**src/rtl/mvd_eg_dec_pkg.sv**
```systemverilog
// mvd_eg_dec_pkg: shared state encoding for the
// signed Exp-Golomb MVD decoder.
package mvd_eg_dec_pkg;

  typedef enum logic [2:0] {
    S_IDLE,
    S_X_PRE,
    S_X_SUF,
    S_Y_PRE,
    S_Y_SUF,
    S_ADD
  } state_t;

  function automatic logic is_pre(state_t s);
    return (s == S_X_PRE) || (s == S_Y_PRE);
  endfunction

  function automatic logic is_suf(state_t s);
    return (s == S_X_SUF) || (s == S_Y_SUF);
  endfunction

  function automatic logic is_y(state_t s);
    return (s == S_Y_PRE) || (s == S_Y_SUF);
  endfunction

endpackage

```
**src/rtl/mvd_eg_dec_clip.sv**
```systemverilog
// clip_add: signed a + b, clamped to the FW-bit
// signed range, with a flag when clamping happened.
module clip_add #(
  parameter int FW = 10,
  parameter int DW = 11
) (
  input  logic [FW-1:0] a,
  input  logic [DW-1:0] b,
  output logic [FW-1:0] y,
  output logic          sat
);

  logic [FW+1:0] sum;

  // In range iff the top three sum bits agree
  always_comb begin
    sum = {{2{a[FW-1]}}, a}
        + {{(FW+2-DW){b[DW-1]}}, b};
    sat = !((sum[FW+1:FW-1] == 3'b000) ||
            (sum[FW+1:FW-1] == 3'b111));
    y = sum[FW-1:0];
    if (sat) begin
      y = sum[FW+1] ? {1'b1, {(FW-1){1'b0}}}
                    : {1'b0, {(FW-1){1'b1}}};
    end
  end

endmodule

```
**src/rtl/mvd_eg_dec_unmap.sv**
```systemverilog
// eg_se_unmap: codeNum -> signed MVD (se(v) mapping).
// Odd codes are positive, even codes negative.
module eg_se_unmap #(
  parameter int W = 11
) (
  input  logic [W:0]   code_num,
  output logic [W-1:0] mvd
);

  logic [W-1:0] half;

  assign half = code_num[W:1];

  // Odd: +(c+1)/2 == half+1; even: -(c/2) == -half
  always_comb begin
    if (code_num[0]) mvd = half + {{(W-1){1'b0}}, 1'b1};
    else             mvd = -half;
  end

endmodule

```
**src/rtl/mvd_eg_dec.sv**
```systemverilog
// mvd_eg_dec: serial se(v) decode of mvd_x/mvd_y, mv = sat(mvp + mvd).
// Optional MVD_EG_DEC_BITCNT_EN adds bits_cnt_o (total code bits).
module mvd_eg_dec
  import mvd_eg_dec_pkg::*;
#(
  parameter int FMV_WIDTH = 10,
  parameter int MVD_WIDTH = 11,
  parameter int MAX_LZ    = 11
) (
  input  logic                   clk,
  input  logic                   rst,
  input  logic                   start_i,
  input  logic [2*FMV_WIDTH-1:0] mvp_i,
  input  logic                   bit_i,
  input  logic                   bit_val_i,
  output logic                   bit_rdy_o,
  output logic                   busy_o,
  output logic                   done_o,
  output logic                   err_o,
  output logic [2*FMV_WIDTH-1:0] mv_o,
  output logic [2*MVD_WIDTH-1:0] mvd_o,
  output logic                   sat_o
`ifdef MVD_EG_DEC_BITCNT_EN
  ,
  output logic [6:0]             bits_cnt_o
`endif
);

  localparam int LZ_W = $clog2(MAX_LZ + 1);
  localparam logic [LZ_W-1:0] LZ_MAX = LZ_W'(MAX_LZ);
  localparam logic [LZ_W-1:0] LZ_ONE = LZ_W'(1);
  localparam logic [MAX_LZ:0] SH_ONE =
    {{MAX_LZ{1'b0}}, 1'b1};

  state_t state_q, state_d;

  logic [FMV_WIDTH-1:0] mvp_x_q, mvp_y_q;
  logic [LZ_W-1:0]      lz_q, cnt_q;
  logic [MAX_LZ-1:0]    shift_q;
  logic [MAX_LZ:0]      shift_nxt, code_num;
  logic [MVD_WIDTH-1:0] mvd_x_q, mvd_dec;
  logic [FMV_WIDTH-1:0] mv_x, mv_y;
  logic                 sat_x, sat_y;
  logic                 pre, suf, acc;
  logic                 code_end, y_end, lz_ovf;
  logic                 start_ok;

  assign pre = is_pre(state_q);
  assign suf = is_suf(state_q);
  assign acc = bit_val_i & (pre | suf);
  assign start_ok = (state_q == S_IDLE) & start_i;

  assign lz_ovf = acc & pre & ~bit_i
                & (lz_q == LZ_MAX);
  assign code_end = acc & (
    (pre & bit_i & (lz_q == '0)) |
    (suf & (cnt_q == LZ_ONE)));
  assign y_end = code_end & is_y(state_q);

  // The shift register only holds completed prefixes;
  // the final bit is folded in combinationally.
  assign shift_nxt = pre ? SH_ONE
                         : {shift_q, bit_i};
  assign code_num = shift_nxt - SH_ONE;

  eg_se_unmap #(
    .W(MVD_WIDTH)
  ) u_unmap (
    .code_num(code_num),
    .mvd     (mvd_dec)
  );

  clip_add #(
    .FW(FMV_WIDTH),
    .DW(MVD_WIDTH)
  ) u_add_x (
    .a  (mvp_x_q),
    .b  (mvd_x_q),
    .y  (mv_x),
    .sat(sat_x)
  );

  clip_add #(
    .FW(FMV_WIDTH),
    .DW(MVD_WIDTH)
  ) u_add_y (
    .a  (mvp_y_q),
    .b  (mvd_dec),
    .y  (mv_y),
    .sat(sat_y)
  );

  // State register
  always_ff @(posedge clk) begin
    if (rst) state_q <= S_IDLE;
    else     state_q <= state_d;
  end

  // Next state: x prefix/suffix, y prefix/suffix, ADD
  always_comb begin
    state_d = state_q;
    unique case (state_q)
      S_IDLE:
        if (start_i) state_d = S_X_PRE;
      S_X_PRE:
        if (lz_ovf)             state_d = S_IDLE;
        else if (code_end)      state_d = S_Y_PRE;
        else if (acc && bit_i)  state_d = S_X_SUF;
      S_X_SUF:
        if (code_end) state_d = S_Y_PRE;
      S_Y_PRE:
        if (lz_ovf)             state_d = S_IDLE;
        else if (code_end)      state_d = S_ADD;
        else if (acc && bit_i)  state_d = S_Y_SUF;
      S_Y_SUF:
        if (code_end) state_d = S_ADD;
      S_ADD:
        state_d = S_IDLE;
      default:
        state_d = S_IDLE;
    endcase
  end

  // Handshake and status outputs from current state
  always_comb begin
    bit_rdy_o = pre | suf;
    busy_o    = (state_q != S_IDLE);
    done_o    = (state_q == S_ADD);
    err_o     = lz_ovf;
  end

  // Datapath; results land on the y-end edge so they
  // are already valid during the ADD/done cycle
  always_ff @(posedge clk) begin
    if (rst) begin
      mvp_x_q <= '0;
      mvp_y_q <= '0;
      lz_q    <= '0;
      cnt_q   <= '0;
      shift_q <= '0;
      mvd_x_q <= '0;
      mv_o    <= '0;
      mvd_o   <= '0;
      sat_o   <= 1'b0;
    end else begin
      if (start_ok) begin
        mvp_x_q <= mvp_i[FMV_WIDTH-1:0];
        mvp_y_q <= mvp_i[2*FMV_WIDTH-1:FMV_WIDTH];
        lz_q    <= '0;
        cnt_q   <= '0;
        shift_q <= '0;
      end
      if (acc) begin
        shift_q <= shift_nxt[MAX_LZ-1:0];
        if (pre && !bit_i) lz_q  <= lz_q + LZ_ONE;
        if (pre && bit_i)  cnt_q <= lz_q;
        if (suf)           cnt_q <= cnt_q - LZ_ONE;
      end
      if (code_end) begin
        lz_q <= '0;
        if (!is_y(state_q)) mvd_x_q <= mvd_dec;
      end
      if (y_end) begin
        mv_o  <= {mv_y, mv_x};
        mvd_o <= {mvd_x_q, mvd_dec};
        sat_o <= sat_x | sat_y;
      end
    end
  end

`ifdef MVD_EG_DEC_BITCNT_EN
  logic [6:0] bit_cnt_q;

  // Count accepted bits; publish alongside the result
  always_ff @(posedge clk) begin
    if (rst) begin
      bit_cnt_q  <= '0;
      bits_cnt_o <= '0;
    end else begin
      if (start_ok)  bit_cnt_q <= '0;
      else if (acc)  bit_cnt_q <= bit_cnt_q + 7'd1;
      if (y_end)     bits_cnt_o <= bit_cnt_q + 7'd1;
    end
  end
`endif

endmodule
```
**config.mk**
```make
export PLATFORM = sky130hd
export DESIGN_NAME = mvd_eg_dec
export DESIGN_NICKNAME = d
export VERILOG_FILES = /design/src/rtl/mvd_eg_dec_pkg.sv /design/src/rtl/mvd_eg_dec_clip.sv /design/src/rtl/mvd_eg_dec_unmap.sv /design/src/rtl/mvd_eg_dec.sv
export SDC_FILE = /design/constraint.sdc
export NUM_CORES = 1
export LEC_CHECK = 0
export CAP_MARGIN = 20
export CELL_PAD_IN_SITES_DETAIL_PLACEMENT = 0
export CELL_PAD_IN_SITES_GLOBAL_PLACEMENT = 1
export CORE_MARGIN = 2
export CORE_UTILIZATION = 38
export DETAILED_ROUTE_END_ITERATION = 16
export GPL_ROUTABILITY_DRIVEN = 0
export GPL_TIMING_DRIVEN = 0
export PLACE_DENSITY_LB_ADDON = 0.08
export SYNTH_ARGS = -nofsm -noshare
export SYNTH_HDL_FRONTEND = slang
export SYNTH_SLANG_ARGS = --single-unit
export TNS_END_PERCENT = 100
```
**constraint.sdc**
```tcl
create_clock -name clk -period 5.8 [get_ports clk]
set_clock_uncertainty 0.1 [all_clocks]
set_input_delay 1.16 -clock clk [delete_from_list [all_inputs] [get_ports clk]]
set_output_delay 1.16 -clock clk [all_outputs]
set_load 0.02 [all_outputs]
```
==> results.sh, run 1 <==
export IMPL_status="finished, final reports clean"
export IMPL_vdd_drop_max_uv=212.7
export IMPL_htreeDepth=3
export IMPL_vias_per_cell=5.638
export IMPL_cts_sink_count=96
export IMPL_power_density_nw_per_um2=402.8
export IMPL_grt_busiest_layer="met2"
export IMPL_arrival_ps=5770
export IMPL_worst_pin_slew_ps=807.5
export IMPL_async_reset_ff_share_pct=0
export IMPL_cp_start_kind="primary input"
export IMPL_core_um2=15150
export IMPL_synth_edff_count=0
export IMPL_routedWlPerCell_um=17.48
export IMPL_required_ps=5960
export IMPL_grt_util_met1_pct=28.50
export IMPL_timing_fmax_ghz=0.1782
export IMPL_ant_nets=0
export IMPL_syn_num_nets=791
export IMPL_period_needed_ps=5610
export IMPL_drt_total_wl_mm=17.79
export IMPL_setup_ws_ps=189.7
export IMPL_io_buffers=70
export IMPL_syn_area_um2=5849
export IMPL_dr_pass1_iters=5
export IMPL_grtUsageMet3_pct=4.883
export IMPL_numCtsBuffers=9
export IMPL_p_int_mw=1.700
export IMPL_hpwl_mm=13.50
export IMPL_relSlewSlack_pct=46.17
export IMPL_synth_seq_cells=96
export IMPL_routed_via_count=5739
export IMPL_ys_types=74
export IMPL_p_comb_share_pct=52.8
export IMPL_power_frac_clock_pct=22.0
export IMPL_cts_tree="built"
export IMPL_seq_area_frac_synth_pct=32.86
export IMPL_dp_slack_ps=-1453
export IMPL_grt_ovfl_total=0
export IMPL_grt_max_degree=17
export IMPL_worstSetupPathType="in2reg"
export IMPL_placed_cells=993
export IMPL_hold_path_class="reg2reg"
export IMPL_use_met2_pct=35.45
export IMPL_antenna_found_initial=0
export IMPL_syn_inst=735
export IMPL_rrSetupSlack_ps=370
export IMPL_slew_viol_final=0
export IMPL_finalHoldViolCount=0
export IMPL_rows=45
export IMPL_n_fill_cell=1492
export IMPL_setup_violations=0
export IMPL_tns_ps=0
export IMPL_cp_end_kind="flop"
export IMPL_placed_area_um2=6785
export IMPL_max_clock_path_buffers=2
export IMPL_clk_pin_slew_worst_paths_ps=70
export IMPL_drtIter0Drc=306
export IMPL_die_area_um2=16400
export IMPL_insertion_delay_ps=360
export IMPL_initial_core_util_pct=38.62
export IMPL_maxCapViolCount=0
export IMPL_syn_area_per_cell_um2=7.958
export IMPL_fin_crit_sh_pct=96.73
export IMPL_postCtsHoldBufs=0
export IMPL_synth_warnings=0
export IMPL_cts_root_buf="clkbuf_16"
export IMPL_die_w_um=128.1
export IMPL_drive_above_1_share_pct=9.157
export IMPL_synth_flop_cell="dfxtp_1"
export IMPL_io_pins=72
export IMPL_grt_pass1_wl_mm=27.79
export IMPL_p_seq_share_pct=25.2
export IMPL_cp_max_fo=10
export IMPL_nNetsFinal=881
export IMPL_num_antenna_cells=0
export IMPL_drc=0
export IMPL_stdcell_count=1018
export IMPL_stdcell_area_um2=7382
export IMPL_switching_share_pct=42.84
export IMPL_areaGrowthSynthToFinish_pct=26.20
export IMPL_die_height_um=128.1
export IMPL_power_leakage_nw=2.765
export IMPL_power_switching_mw=1.274
export IMPL_grt_pass1_vias=5323
export IMPL_grt_total_usage_pct=21.72
[kinds of logic after synthesis]
| logic type | Yosys count | share of synthesized area (%) |
|---|---|---|
| mux | 15 | 2.610 |
| compound gates | 230 | 27.42 |
| xor+xnor | 27 | 4.043 |
| simple gates | 260 | 21.09 |
| buf+inv | 76 | 5.091 |
| fa+ha+maj | 31 | 6.888 |
| flops | 96 | 32.86 |
[routing by layer]
layer	up-vias	part of all wire, %
li1	2851	-
met1	2721	46
met2	144	47
met3	23	5.5
met4	0	2.1
met5	-	0
[placed cells by master (no fill, tap or decap), drive strengths merged, types with 5 or more instances in the layout]
cell type,count
nor2b,7
a21o,7
xor2,8
inv,27
nand2b,6
a211oi,30
nand4,7
or3,7
clkbuf,49
nor3,21
o21a,10
clkdlybuf4s50,70
and2,5
nor2,88
nand3,14
mux2i,13
a31oi,16
buf,19
a221o,9
o21ai,37
o211ai,14
nand2,72
o311ai,6
nor3b,6
ha,29
xnor2,19
and3,8
a21oi,56
dfxtp,96
or2,5
[metrics by stage]
step	hold WS (ps)	utilization, %	power, mW
2_1_floorplan	340.6	-	1.735
3_3_place_gp	349.3	44.80	2.098
3_5_place_dp	354.7	44.80	2.112
4_1_cts	366.8	47.88	2.899
6_report	362.6	48.74	2.974
5_1_grt	383.2	48.74	3.164
[state kept, by name, summed over array words and instances (netlist names)]
| signal | flops |
|---|---|
| cnt_q | 4 |
| lz_q | 4 |
| mv_o | 20 |
| mvd_o | 22 |
| mvd_x_q | 11 |
| mvp_x_q | 10 |
| mvp_y_q | 10 |
| sat_o | 1 |
| shift_q | 11 |
| state_q | 3 |
[path summary, 6_finish.rpt]
kind | cells after the start | start | endpoint
worst min register to register | 2 | mvp_y_q[8] | mvp_y_q[8]
worst max register to register | 22 | state_q[2] | mv_o[14]
worst max-delay path | 20 | bit_i | mv_o[14]
worst min-delay path | 2 | mvp_y_q[8] | mvp_y_q[8]
[worst max-delay path, stage by stage]
cell and delay [ps]:
clkdlybuf4s50_1 430, clkbuf_4 200, nand2b_4 190, inv_4 100
ha_4 210, clkinvlp_4 160, or3_4 400, a22oi_4 180
nand3_1 100, or4_4 460, and2_4 200, xnor2_1 130
ha_2 240, or4_1 580, a21oi_4 180, o21ai_0 140
a32oi_2 210, buf_6 160, o211ai_1 90, a211oi_1 250
[Yosys cell counts (3+ instances only)]
cell type / number / area (um^2)
o21bai_1: 3 / 22.52
buf_1: 4 / 15.01
nor3b_1: 6 / 45.04
nor2b_1: 7 / 43.79
o21a_1: 10 / 75.07
a21o_1: 7 / 52.55
o311ai_0: 4 / 35.03
a311oi_1: 4 / 35.03
or2_2: 4 / 25.02
o211a_1: 4 / 40.04
dfxtp_1: 96 / 1922
clkbuf_1: 40 / 150.1
nand2b_1: 6 / 37.54
a32oi_1: 3 / 26.28
and3_1: 8 / 50.05
o21ai_0: 34 / 170.2
nand2_1: 72 / 270.3
or3_1: 6 / 37.54
o21ai_1: 3 / 15.01
o22ai_1: 3 / 18.77
and2_1: 4 / 25.02
o211ai_1: 14 / 105.1
nor4b_1: 3 / 26.28
a221o_1: 9 / 90.09
nand3_1: 14 / 70.07
a211oi_1: 29 / 217.7
mux2i_1: 13 / 130.1
nand4_1: 7 / 43.79
nor2_1: 88 / 330.3
ha_1: 29 / 362.9
xor2_1: 8 / 70.07
buf_2: 4 / 20.02
a22oi_1: 3 / 22.52
nor3_1: 21 / 105.1
o31ai_1: 4 / 30.03
inv_1: 27 / 101.4
xnor2_1: 19 / 166.4
a31oi_1: 16 / 100.1
a21oi_1: 56 / 280.3
[power groups by stage]
| stage | Clock [mW] | Combinational [mW] | Sequential (mW) |
|---|---|---|---|
| 6_report | 0.655 | 1.57 | 0.749 |
| 5_1_grt | 0.693 | 1.72 | 0.754 |
| 4_1_cts | 0.674 | 1.48 | 0.749 |
| 3_5_place_dp | 0 | 1.35 | 0.763 |
| 3_3_place_gp | 0 | 1.34 | 0.762 |
| 2_1_floorplan | 0 | 0.984 | 0.751 |
[repair_timing]
item | in CTS | in global routing
endpoints found under the setup margin | 11 | 11
resized for setup | 24 | 24
pin swaps | 4 | 5
setup buffers | 3 | 7
[cell type report]
| class | instances | area (um^2) | area share [%] |
|---|---|---|---|
| clock inverters | 6 | 91.34 | 1.237 |
| flip-flops and latches | 96 | 1922 | 26.03 |
| multi-input cells | 563 | 3815 | 51.68 |
| clock buffers | 10 | 229.0 | 3.102 |
| repair buffers | 80 | 779.5 | 10.56 |
| well taps | 188 | 235.2 | 3.186 |
| inverters | 27 | 107.6 | 1.458 |
| plain buffers | 48 | 202.7 | 2.746 |
(Power assumes the default switching activity.)
==> run 2: changes to the inputs <==
--- a/config.mk
+++ b/config.mk
@@ -13,7 +13,7 @@
 export DETAILED_ROUTE_END_ITERATION = 16
 export GPL_ROUTABILITY_DRIVEN = 0
 export GPL_TIMING_DRIVEN = 0
-export PLACE_DENSITY_LB_ADDON = 0.08
+export PLACE_DENSITY_LB_ADDON = 0.15
 export SYNTH_ARGS = -nofsm -noshare
 export SYNTH_HDL_FRONTEND = slang
 export SYNTH_SLANG_ARGS = --single-unit
==> run 2 against run 1 <==
Against the previous run:
- die area stayed put
- register-to-register slack got worse by 110 ps
- critical path depth unchanged
- sequential cell count unchanged
- setup slack worse by 32 ps
- global-route usage increased by 0.54 points
- sequential power about the same
- routed wire length increased by 1.4%
- highest routed layer unchanged
==> results.sh, run 2 (synthesis results as in run 1) <==
export IMPL_antenna_found_initial=0
export IMPL_core_um2=15150
export IMPL_insertion_delay_ps=350
export IMPL_io_buffers=70
export IMPL_register_area_um2=1922
export IMPL_period_needed_ps=5642
export IMPL_cp_end_kind="flop"
export IMPL_initial_core_util_pct=38.62
export IMPL_tns_ps=0
export IMPL_power_density_nw_per_um2=398.0
export IMPL_routed_via_count=5781
export IMPL_cts_tree="built"
export IMPL_largest_reg_flops=22
export IMPL_nNetsFinal=887
export IMPL_areaGrowthSynthToFinish_pct=26.10
export IMPL_vias_per_cell=5.651
export IMPL_drt_total_wl_mm=18.05
export IMPL_vdd_drop_max_uv=185.2
export IMPL_hpwl_mm=13.57
export IMPL_cts_sink_count=96
export IMPL_timing_fmax_ghz=0.1772
export IMPL_routedWlPerCell_um=17.64
export IMPL_ant_nets=0
export IMPL_finalHoldViolCount=0
export IMPL_status="finished, final reports clean"
export IMPL_cp_max_fo=10
export IMPL_worstSetupPathType="in2reg"
export IMPL_clk_pin_slew_worst_paths_ps=70
export IMPL_grt_pass1_vias=5406
export IMPL_worst_pin_slew_ps=809.0
export IMPL_grt_max_degree=16
export IMPL_maxCapViolCount=0
export IMPL_required_ps=5970
export IMPL_drc=0
export IMPL_postCtsHoldBufs=0
export IMPL_grt_ovfl_total=0
export IMPL_relSlewSlack_pct=45.62
export IMPL_htreeDepth=3
export IMPL_rows=45
export IMPL_hold_path_class="reg2reg"
export IMPL_layout_common_cells="dfxtp_1, nor2_1, nand2_1"
export IMPL_max_clock_path_buffers=2
export IMPL_die_area_um2=16400
export IMPL_grt_total_usage_pct=22.26
export IMPL_fin_crit_sh_pct=97.28
export IMPL_grt_pass1_wl_mm=28.57
export IMPL_dr_pass1_iters=6
export IMPL_io_pins=72
export IMPL_num_antenna_cells=0
export IMPL_power_leakage_nw=2.773
export IMPL_slew_viol_final=0
export IMPL_numCtsBuffers=9
export IMPL_top_register="mvd_o"
export IMPL_fin_util_pct=48.70
export IMPL_setup_violations=0
export IMPL_drtIter0Drc=328
export IMPL_n_fill_cell=1462
export IMPL_drive_above_1_share_pct=9.341
export IMPL_die_w_um=128.1
export IMPL_cp_start_kind="primary input"
export IMPL_die_height_um=128.1
export IMPL_arrival_ps=5810
export IMPL_multi_input_area_um2=3792
export IMPL_reg_top3="mvd_o: 22 flops, mv_o: 20 flops"
export IMPL_layout_commonest_cell="dfxtp_1"
export IMPL_cts_root_buf="clkbuf_16"
run 2: per-layer routing:
metal,routed length [um],GRT usage [%]
met1,8283,28.92
met2,8729,37.46
met3,711,4.424
met4,320,6.593
met5,0,0
run 2: area by class of cell:
type | instances | area share [%]
plain buffers | 48 | 2.799
repair buffers | 86 | 11.18
clock inverters | 4 | 0.7464
well taps | 188 | 3.189
inverters | 27 | 1.459
clock buffers | 11 | 3.155
multi-input cells | 563 | 51.42
flip-flops and latches | 96 | 26.06
run 2: report_power, final:
part	internal (mW)	switching, mW	total (mW)
Sequential	0.709	0.0377	0.747
Clock	0.335	0.262	0.597
Combinational	0.623	0.969	1.59
Total	1.67	1.27	2.94
run 2: repair_timing:
item,in CTS,in global routing
hold endpoints to repair,0,0
buffers inserted,3,12
pin swaps,2,11
endpoints found under the setup margin,11,11
resized for setup,23,24
gates cloned,0,1
run 2: worst max-delay path, cell delays in order:
cell and delay, ps:
clkdlybuf4s50_1 450, buf_6 170, nand2b_4 170, inv_4 90, ha_4 210, clkinvlp_4 160, or3_4 410, a22oi_4 180
nand3_1 110, or4_4 460, and2_4 200, xnor2_1 150, ha_2 260, or4_4 540, a21oi_4 200, o21ai_1 120
a32oi_2 250, buf_4 190, o211ai_1 100, a211oi_1 230
run 2: per-stage QoR:
step / setup slack, ps / instance area [um^2] / instances / hold slack [ps] / power, mW
3_3_place_gp: -1270 / 6785 / 993 / 347.8 / 2.091
2_1_floorplan: 100.3 / 5849 / 735 / 340.6 / 1.735
3_5_place_dp: -1410 / 6785 / 993 / 353.1 / 2.119
5_1_grt: -7.695 / 7376 / 1023 / 380.2 / 3.139
4_1_cts: 20.78 / 7216 / 1010 / 364.0 / 2.842
6_report: 157.7 / 7376 / 1023 / 365.5 / 2.935
run 2: worst paths after layout:
| check | startpoint | end | slack, ps | cells past startpoint |
|---|---|---|---|---|
| setup / recovery | bit_i | mv_o[18] | 160 | 20 |
| hold / removal | mvp_y_q[0] | mvp_y_q[0] | 370 | 2 |
| setup reg to reg | state_q[2] | mv_o[18] | 260 | 22 |
| hold reg to reg | mvp_y_q[0] | mvp_y_q[0] | 370 | 2 |
==> run 3: changes to the inputs <==
--- a/config.mk
+++ b/config.mk
@@ -13,7 +13,7 @@
 export DETAILED_ROUTE_END_ITERATION = 16
 export GPL_ROUTABILITY_DRIVEN = 0
 export GPL_TIMING_DRIVEN = 0
-export PLACE_DENSITY_LB_ADDON = 0.15
+export PLACE_DENSITY = 0.78
 export SYNTH_ARGS = -nofsm -noshare
 export SYNTH_HDL_FRONTEND = slang
 export SYNTH_SLANG_ARGS = --single-unit
==> constraint.sdc (replaced) <==
create_clock -name clk -period 4.58 [get_ports clk]
set_clock_uncertainty 0.1 [all_clocks]
set_input_delay 0.916 -clock clk [delete_from_list [all_inputs] [get_ports clk]]
set_output_delay 0.916 -clock clk [all_outputs]
set_load 0.02 [all_outputs]
==> run 3 against run 2 <==
Against the previous run:
- the run now ends with setup timing left
- sequential cell count unchanged
- register-to-register slack worse by 290 ps
- hold slack about the same
- total power up 46%
- sequential power up 29%
- setup slack worse by 280 ps
- core utilization up 4.6 points
- cell count up 3.7%
- critical endpoint is now mv_o[11]
==> results.sh, run 3 (synthesis results as in run 1) <==
export IMPL_whs_ps=365.4
export IMPL_timing_fmax_ghz=0.2126
export IMPL_arrival_ps=4810
export IMPL_setup_violations=10
export IMPL_ff2ff_path_depth=21
export IMPL_worst_pin_slew_ps=993.6
export IMPL_worstSetupPathType="in2reg"
export IMPL_die_height_um=128.1
export IMPL_routedWlPerCell_um=18.12
export IMPL_hold_path_class="reg2reg"
export IMPL_rows=45
export IMPL_top_register="mvd_o"
export IMPL_finalHoldViolCount=0
export IMPL_grt_pass1_vias=5651
export IMPL_grt_pass1_wl_mm=29.57
export IMPL_hpwl_mm=13.39
export IMPL_max_clock_path_buffers=2
export IMPL_required_ps=4690
export IMPL_areaGrowthSynthToFinish_pct=38.05
export IMPL_power_density_nw_per_um2=531.0
export IMPL_maxCapViolCount=0
export IMPL_holdPathStages=2
export IMPL_wl_met2_mm=9.142
export IMPL_vias_per_cell=5.763
export IMPL_grt_max_degree=16
export IMPL_io_buffers=70
export IMPL_drt_total_wl_mm=19.23
export IMPL_die_w_um=128.1
export IMPL_cts_tree="built"
export IMPL_r2r_end="mv_o[11]"
export IMPL_top_layer="met4"
export IMPL_power_leakage_nw=3.034
export IMPL_hold_end="mvp_x_q[0]"
export IMPL_cts_root_buf="clkbuf_16"
export IMPL_critPathBufInv=5
export IMPL_violations="setup timing"
export IMPL_num_antenna_cells=0
export IMPL_grt_ovfl_total=0
export IMPL_rsz0062_at_grt="yes"
export IMPL_wl_met3_um=838
export IMPL_worstPathCellList="buf_8 -> buf_8 -> nand2b_4 -> clkinv_4 -> ha_4 -> xnor2_2 -> o31ai_2 -> o211a_1 -> buf_6 -> nand3_2 -> or4_4 -> and2_4 -> xnor2_4 -> ha_4 -> or4_4 -> a21oi_4 -> o21ba_4 -> o21bai_4 -> buf_6 -> a31oi_4 -> a211oi_2"
export IMPL_drtIter0Drc=403
export IMPL_clk_pin_slew_worst_paths_ps=70
export IMPL_drc=0
export IMPL_layout_commonest_cell="dfxtp_1"
export IMPL_nNetsFinal=925
export IMPL_cts_sink_count=96
export IMPL_antenna_found_initial=0
export IMPL_largest_reg_flops=22
export IMPL_fin_crit_sh_pct=102.7
export IMPL_htreeDepth=3
export IMPL_io_pins=72
export IMPL_core_um2=15150
export IMPL_register_area_um2=1923
export IMPL_vdd_drop_max_uv=245.0
export IMPL_initial_core_util_pct=38.62
export IMPL_wl_met1_mm=8.657
export IMPL_cp_top_family="compound AO/OA/AOI/OAI gates"
export IMPL_n_fill_cell=1362
export IMPL_period_needed_ps=4703
export IMPL_dr_pass1_iters=7
export IMPL_ant_nets=0
export IMPL_cp_start_kind="primary input"
export IMPL_layout_common_cells="dfxtp_1, nor2_1, nand2_1"
export IMPL_insertion_delay_ps=360
export IMPL_die_area_um2=16400
export IMPL_rr_startpoint="state_q[2]"
export IMPL_total_power_mw=4.288
export IMPL_slowest_stage="or4_4"
export IMPL_cp_max_fo=6
export IMPL_critical_path_max_stage_delay_ps=520
export IMPL_drive_above_1_share_pct=18.79
export IMPL_cp_end_kind="flop"
export IMPL_stdcell_area_um2=8075
export IMPL_placed_area_um2=6912
export IMPL_numCtsBuffers=9
export IMPL_multi_input_area_um2=4164
export IMPL_grt_total_usage_pct=23.04
export IMPL_status="finished, violations left"
export IMPL_routed_via_count=6115
export IMPL_relSlewSlack_pct=33.76
export IMPL_rrSetupSlack_ps=-30
export IMPL_setup_ws_ps=-122.6
export IMPL_postCtsHoldBufs=0
export IMPL_slew_viol_final=0
export IMPL_min_from="mvp_x_q[0]"
export IMPL_reg_top3="mvd_o: 22 flops, mv_o: 20 flops"
## run 3: cell types whose count changed in the layout (fill, tap and decap cells not counted), moves of 4 or more
cell / before / now
ha_1: 27 / 23
a211oi_1: 27 / 16
buf_6: 3 / 9
a211oi_2: 2 / 13
buf_4: 16 / 48
o21ai_2: 0 / 4
## run 3: power by group
part,internal [mW],switching [mW]
logic,1.11,1.50
clock network,0.383,0.340
registers,0.898,0.0619
total,2.39,1.90
## run 3: area by class of cell
class	count	area share [%]
Clock inverter	4	0.3719
Timing Repair Buffer	126	14.32
Multi-Input combinational cell	565	51.56
Inverter	27	1.348
Buffer	44	2.665
Tap cell	188	2.913
Sequential cell	96	23.81
Clock buffer	11	3.006
## run 3: what timing repair did
action                     CTS  global route
pin swaps                   30            34
setup endpoints to repair   11            11
gates cloned                 2             1
resized for setup           70            39
setup buffers               28            27
## run 3: layer usage
metal / track usage (%) / vias to the layer above
met2: 38.28 / 206
met4: 8.727 / 0
met5: 0 / -
met1: 29.93 / 2898
met3: 4.048 / 46
li1: - / 2965
## run 3: through the flow
step	cells	utilization (%)	worst slack (ps)	TNS, ps
3_3_place_gp	993	45.63	-1465	-15580
4_1_cts	1037	51.19	8.654	0
2_1_floorplan	735	-	-209.3	-2056
5_1_grt	1061	53.32	-261.8	-2188
6_report	1061	53.32	-122.6	-723.6
3_5_place_dp	993	45.63	-1639	-17240
## run 3: worst max path at each step
| stage | cells after the start | from | end | slack [ps] |
|---|---|---|---|---|
| floorplan | 19 | bit_i | mv_o[10] | -210 |
| global placement | 20 | bit_i | mv_o[12] | -1470 |
| detailed placement | 20 | bit_i | mv_o[15] | -1640 |
| CTS | 16 | state_q[0] | mv_o[13] | 9 |
| global route | 22 | bit_i | mv_o[11] | -260 |
| finish | 21 | bit_i | mv_o[11] | -120 |
## run 3: tightest hold or removal path: stages, from the launching register on
cell and delay (ps):
dfxtp_1 310, nand2_1 50, a21oi_1 50
